**src/rtl/game_ctrl_if.sv**
```systemverilog
// rtl/game_ctrl_if.sv - game controller signal bundle: game-step inputs and status outputs
interface game_ctrl_if;
    logic        tick;
    logic        start_key;
    logic        brick_hit;
    logic [9:0]  ball_y;
    logic [8:0]  brick_total;
    logic        run;
    logic        serve;
    logic [2:0]  state;
    logic [2:0]  lives;
    logic [8:0]  bricks_left;
    logic [15:0] score_bcd;

    modport master (
        output tick, start_key, brick_hit, ball_y, brick_total,
        input  run, serve, state, lives, bricks_left, score_bcd
    );

    modport slave (
        input  tick, start_key, brick_hit, ball_y, brick_total,
        output run, serve, state, lives, bricks_left, score_bcd
    );
endinterface

```
**src/rtl/game_ctrl.sv**
```systemverilog
// rtl/game_ctrl.sv - breakout game sequencer: serve/play/over/win, lives, bricks and BCD score
module game_ctrl #(
    parameter int LIVES       = 3,
    parameter int FLOOR_Y     = 470,
    parameter int SERVE_TICKS = 32
) (
    input  logic        clk,
    input  logic        rst,
    game_ctrl_if.slave  gif
);
    typedef enum logic [2:0] {
        S_IDLE  = 3'd0,
        S_SERVE = 3'd1,
        S_PLAY  = 3'd2,
        S_OVER  = 3'd3,
        S_WIN   = 3'd4
    } state_t;

    localparam logic [7:0] SERVE_LAST = 8'(SERVE_TICKS - 1);
    localparam logic [9:0] FLOOR      = 10'(FLOOR_Y);
    localparam logic [2:0] LIVES_INIT = 3'(LIVES);

    state_t      state_q, state_d;
    logic        run_q, run_d;
    logic        serve_q, serve_d;
    logic [2:0]  lives_q, lives_d;
    logic [8:0]  bricks_q, bricks_d;
    logic [15:0] score_q, score_d;
    logic [7:0]  cnt_q, cnt_d;
    logic        start_q, start_d;
    logic        armed_q, armed_d;
    logic        start_pe;
    logic [8:0]  bricks_nx;

    function automatic logic [15:0] bcd_inc(input logic [15:0] v);
        logic [15:0] r;
        logic        carry;
        r     = v;
        carry = 1'b1;
        if (v != 16'h9999) begin
            for (int i = 0; i < 4; i++) begin
                if (carry) begin
                    if (r[i*4 +: 4] == 4'd9) begin
                        r[i*4 +: 4] = 4'd0;
                    end else begin
                        r[i*4 +: 4] = r[i*4 +: 4] + 4'd1;
                        carry       = 1'b0;
                    end
                end
            end
        end
        return r;
    endfunction

    // armed_q masks the first clk after reset so a key held through reset is not an edge
    assign start_pe = gif.start_key & ~start_q & armed_q;

    always_comb begin
        state_d   = state_q;
        serve_d   = 1'b0;
        lives_d   = lives_q;
        bricks_d  = bricks_q;
        score_d   = score_q;
        cnt_d     = cnt_q;
        start_d   = gif.start_key;
        armed_d   = 1'b1;
        bricks_nx = bricks_q;
        if (gif.brick_hit && bricks_q != 9'd0) begin
            bricks_nx = bricks_q - 9'd1;
        end
        case (state_q)
            S_IDLE: begin
                if (start_pe) begin
                    state_d  = S_SERVE;
                    lives_d  = LIVES_INIT;
                    score_d  = 16'h0000;
                    bricks_d = gif.brick_total;
                    serve_d  = 1'b1;
                    cnt_d    = 8'd0;
                end
            end
            S_SERVE: begin
                if (gif.tick) begin
                    if (cnt_q == SERVE_LAST) state_d = S_PLAY;
                    else                     cnt_d   = cnt_q + 8'd1;
                end
            end
            S_PLAY: begin
                if (gif.tick) begin
                    bricks_d = bricks_nx;
                    if (gif.brick_hit) score_d = bcd_inc(score_q);
                    // an empty field wins even when the same step also missed
                    if (bricks_nx == 9'd0) begin
                        state_d = S_WIN;
                    end else if (gif.ball_y >= FLOOR) begin
                        lives_d = lives_q - 3'd1;
                        if (lives_q == 3'd1) begin
                            state_d = S_OVER;
                        end else begin
                            state_d = S_SERVE;
                            serve_d = 1'b1;
                            cnt_d   = 8'd0;
                        end
                    end
                end
            end
            S_OVER, S_WIN: begin
                if (start_pe) state_d = S_IDLE;
            end
            default: state_d = S_IDLE;
        endcase
        run_d = (state_d == S_PLAY);
    end

    always_ff @(posedge clk or negedge rst) begin
        if (!rst) begin
            state_q  <= S_IDLE;
            run_q    <= 1'b0;
            serve_q  <= 1'b0;
            lives_q  <= 3'd0;
            bricks_q <= 9'd0;
            score_q  <= 16'h0000;
            cnt_q    <= 8'd0;
            start_q  <= 1'b0;
            armed_q  <= 1'b0;
        end else begin
            state_q  <= state_d;
            run_q    <= run_d;
            serve_q  <= serve_d;
            lives_q  <= lives_d;
            bricks_q <= bricks_d;
            score_q  <= score_d;
            cnt_q    <= cnt_d;
            start_q  <= start_d;
            armed_q  <= armed_d;
        end
    end

    assign gif.state       = state_q;
    assign gif.run         = run_q;
    assign gif.serve       = serve_q;
    assign gif.lives       = lives_q;
    assign gif.bricks_left = bricks_q;
    assign gif.score_bcd   = score_q;
endmodule

```
**src/flat_wrapper.sv**
```systemverilog
// flat-port wrapper written by rule: the top's interface ports become plain ports
module game_ctrl_flat 
#(
    parameter int LIVES       = 3,
    parameter int FLOOR_Y     = 470,
    parameter int SERVE_TICKS = 32
)
  (clk, rst, gif_tick, gif_start_key, gif_brick_hit, gif_ball_y, gif_brick_total, gif_run, gif_serve, gif_state, gif_lives, gif_bricks_left, gif_score_bcd);
  game_ctrl_if gif_i ();
  input  logic clk;
  input  logic rst;
  input wire logic [$bits(gif_i.tick)-1:0] gif_tick;
  input wire logic [$bits(gif_i.start_key)-1:0] gif_start_key;
  input wire logic [$bits(gif_i.brick_hit)-1:0] gif_brick_hit;
  input wire logic [$bits(gif_i.ball_y)-1:0] gif_ball_y;
  input wire logic [$bits(gif_i.brick_total)-1:0] gif_brick_total;
  output wire logic [$bits(gif_i.run)-1:0] gif_run;
  output wire logic [$bits(gif_i.serve)-1:0] gif_serve;
  output wire logic [$bits(gif_i.state)-1:0] gif_state;
  output wire logic [$bits(gif_i.lives)-1:0] gif_lives;
  output wire logic [$bits(gif_i.bricks_left)-1:0] gif_bricks_left;
  output wire logic [$bits(gif_i.score_bcd)-1:0] gif_score_bcd;
  assign gif_i.tick = gif_tick;
  assign gif_i.start_key = gif_start_key;
  assign gif_i.brick_hit = gif_brick_hit;
  assign gif_i.ball_y = gif_ball_y;
  assign gif_i.brick_total = gif_brick_total;
  assign gif_run = gif_i.run;
  assign gif_serve = gif_i.serve;
  assign gif_state = gif_i.state;
  assign gif_lives = gif_i.lives;
  assign gif_bricks_left = gif_i.bricks_left;
  assign gif_score_bcd = gif_i.score_bcd;
  game_ctrl #(.LIVES(LIVES), .FLOOR_Y(FLOOR_Y), .SERVE_TICKS(SERVE_TICKS)) u_core (.clk(clk), .rst(rst), .gif(gif_i));
endmodule
```
**config.mk**
```make
export PLATFORM = sky130hd
export DESIGN_NAME = game_ctrl_flat
export DESIGN_NICKNAME = d
export VERILOG_FILES = /design/src/rtl/game_ctrl_if.sv /design/src/rtl/game_ctrl.sv /design/src/flat_wrapper.sv
export SDC_FILE = /design/constraint.sdc
export NUM_CORES = 1
export LEC_CHECK = 0
export CORE_MARGIN = 1.5
export CORE_UTILIZATION = 25
export DETAILED_ROUTE_END_ITERATION = 6
export GPL_ROUTABILITY_DRIVEN = 0
export PLACE_DENSITY = 0.53
export SETUP_SLACK_MARGIN = 0.5
export SLEW_MARGIN = 25
export SYNTH_ARGS = -nofsm -noshare
export SYNTH_HDL_FRONTEND = slang
export SYNTH_SLANG_ARGS = --single-unit
```
**constraint.sdc**
```tcl
create_clock -name clk -period 2.95 [get_ports clk]
set_input_delay 0.295 -clock clk [delete_from_list [all_inputs] [get_ports clk]]
set_output_delay 0.295 -clock clk [all_outputs]
set_load 0.05 [all_outputs]
```
==> results.md <==
- GRT Total Usage: 12.4%
- Seq/Total Area, Yosys: 40.6%
- Clock Pin Slew Worst Setup and Hold Paths: 0.09 ns
- DR pass1 iterations: 4
- CORE AREA: 0.0103 mm2
- Simple-gate share of the synthesized area: 22.9%
- Die span in x: 106 um
- Critical Path, Cell by Cell: or4_4 -> o31a_1 -> mux2_4 -> and3_4 -> a21oi_4 -> a21oi_1 -> nor3_4 -> buf_6 -> nor2_1
- Worst-margin pin slew: 0.693 ns
- CP Class: register to register
- DRC: 0
- Outcome: finished clean
- Worst Path Buf+Inv: 1
- Drt initial violations: 67
- First-pass GRT wire length: 11300 um
- Post-synth EDFFs: 0
- GR Layer Usage met3: 2.39%
- Number of I/O pins: 57
- Worst min path class: input port to register
- Area grow syn2layout: 40.5%
- Mean number of vias per cell: 4.73
- Worst Path Required: 3.14 ns
- Compound-cell area share of the yosys netlist: 19.2%
- Layout cells sized above 1: 20.5%
- Total Neg Setup Slack: 0 ns
- Commonest cells after routing, fill and taps aside: clkdlybuf4s50_1, nand2_1, nor2_1, dfrtp_1, o21ai_0
- Most common cell after layout, fill and taps aside: clkdlybuf4s50_1
- Adder-cell share of the synthesized area: 6.13%
- Crit path largest cell delay: 0.60 ns
- WL per Instance: 13.1 um
- CP startpoint kind: register
- Fin crit period: 2.58 ns
- Worst-skew pair later-pin latency: 0.30 ns
- NumNets Final: 411
- Main combinational cell family by area after synthesis: simple AND/OR/NAND/NOR gates
- Global route overflow: 0
- CP top delay family: simple AND/OR/NAND/NOR gates
- Post-synth cell types: 50
- DP Area: 0.00343 mm2
- Post-Syn Instances: 302
- F_max: 388 MHz
- CP endpoint kind: register
- CP Max Fanout: 7
- Row count: 37
- PwrDens: 478 mW/mm2
- Initial Utilization: 25.7%
- Cell Area, Synth: 0.00265 mm2
- DR vias: 2416
- Number of cells on the critical path: 9
- CTS tree: built
- Peak supply drop: 0.251 mV
- Post-synthesis xor/xnor area fraction: 3.30%
- Leakage power: 1.49 nW
- Pre-CTS WS: 0.251 ns
- Syn Nets: 339
- Root Driver: clkbuf_8
- Slew headroom: 53.3%
- Final ANT Viol Nets: 0
- Number of global-route vias before repair: 2253
- Yosys Warn Count: 0
- Tcrit/Tclk final: 87.3%
- Setup ws final: 0.373 ns
- Worst R2R Path Depth: 9
- Grt met2 use: 19.4%
- Flops & latches, synth: 43
- Mux share of post-synthesis cell area: 2.97%
- M1 GR Usage: 17.9%
- CP max-delay cell: or4_4
- Dpl hpwl: 4950 um
- Antenna violations before repair: 0
- Critical path arrival: 2.76 ns
- RSZ-0062 raised after global routing: yes
- Syn avg cell area: 8.78 um2
- Inserted Clock Buffers: 5
- Main synth FF type: dfrtp_1
- Largest net degree at the start of global routing: 26
- Hold depth: 1
- Htree depth: 2
- Setup-failing EPs final: 0
- CTS Buffer Depth: 2
- Die area: 0.0112 mm2
- Clock skew: 0.0108 ns
- ANT cells: 0
- Area leader, netlist: dfrtp_1
- Number of port buffers: 55
- Total Wirelength: 6700 um
- Final instance area: 0.00373 mm2
- Synth area leaders: dfrtp_1, ha_1, o21ai_0
- Die H: 106 um
- Clk sinks: 43
- Final hold vios: 0
- Synth async-reset ratio: 100%
- Synth top area share: 40.6%
- Max-slew violations: 0
- Max Cap Viol: 0
- Most Used Layer, Global Route: met2
## metal layers
layer	share of wire, %	vias up
li1	-	1217
met3	3.5	5
met2	45	49
met1	51	1145
met4	0.69	0
met5	0	-
## worst reg2reg max path: stages, from the launching register on
cell and delay [ns]:
dfrtp_2 0.41, or4_4 0.60, o31a_1 0.34, mux2_4 0.30, and3_4 0.16, a21oi_4 0.16, a21oi_1 0.12, nor3_4 0.17
buf_6 0.14, nor2_1 0.05
## cell families (layout without fill, tap and decap cells)
group	count (synthesis)	in the layout
multiplexers	7	7
XOR/XNOR	10	10
AND/OR/NAND/NOR	117	117
buffers and inverters	27	100
flip-flops	43	43
adder cells (fa/ha/maj)	13	13
AO/OA/AOI/OAI	84	84
other	1	1
## where the power goes
part           total [mW]  internal, mW  leakage, nW  switching [mW]
clock               0.490         0.274       0.0612           0.216
combinational       0.563         0.244        0.887           0.319
sequential          0.728         0.651        0.538          0.0772
## area by class of cell
class	count	area, um2
Tap cell	136	170
Clock inverter	2	35.0
Multi-Input combinational cell	232	1540
Sequential cell	43	1100
Timing Repair Buffer	79	752
Fill cell	1041	6600
Clock buffer	6	82.6
Inverter	13	53.8
## cell usage after synthesis, types with 4 or more instances
| cell | number |
|---|---|
| nand2b_1 | 5 |
| clkbuf_1 | 8 |
| dfrtp_1 | 43 |
| nand3_1 | 9 |
| o31ai_1 | 7 |
| a21oi_1 | 19 |
| and3_1 | 4 |
| nor3_1 | 9 |
| o21ai_0 | 32 |
| inv_1 | 13 |
| nand2_1 | 31 |
| nor2_1 | 30 |
| nand3b_1 | 5 |
| ha_1 | 13 |
| xor2_1 | 7 |
| o22ai_1 | 7 |
## final timing paths
check                      slack [ns]                       from                        to
setup / recovery                 0.37  u_core.gif.bricks_left[2]           u_core.cnt_q[5]
hold reg to reg                  0.51   u_core.gif.score_bcd[10]  u_core.gif.score_bcd[10]
min in group asynchronous        0.50                        rst       u_core.gif.lives[2]
hold / removal                   0.49              gif_start_key            u_core.start_q
max in group asynchronous        1.92                        rst   u_core.gif.score_bcd[4]
setup reg to reg                 0.37  u_core.gif.bricks_left[2]           u_core.cnt_q[5]
## sequential cells by signal, indices dropped and copies added, names as in the netlist
name / count
u_core.gif.serve: 1
u_core.cnt_q: 8
u_core.start_q: 1
u_core.gif.state: 3
u_core.gif.bricks_left: 9
u_core.gif.lives: 3
u_core.gif.run: 1
u_core.armed_q: 1
u_core.gif.score_bcd: 16
## what timing repair did
| item | CTS | global route |
|---|---|---|
| gates resized for setup | 10 | 11 |
| endpoints found under the setup margin | 13 | 19 |
| endpoints found under the hold margin | 18 | 0 |
| buffers inserted | 7 | 6 |
| pin swaps | 5 | 4 |
| cloned | 0 | 0 |
| hold buffers | 1 | 0 |
## stage by stage
stage,util [%],cells,total power [mW],hold slack (ns)
finish,36.1,511,1.78,0.488
global route,36.1,511,1.88,0.500
CTS,35.3,505,1.78,0.478
detailed placement,33.2,489,1.24,0.289
global placement,33.1,488,1.24,0.503
floorplan,-,302,1.08,-0.000591
Note: power is estimated with default switching activity, not from simulation.
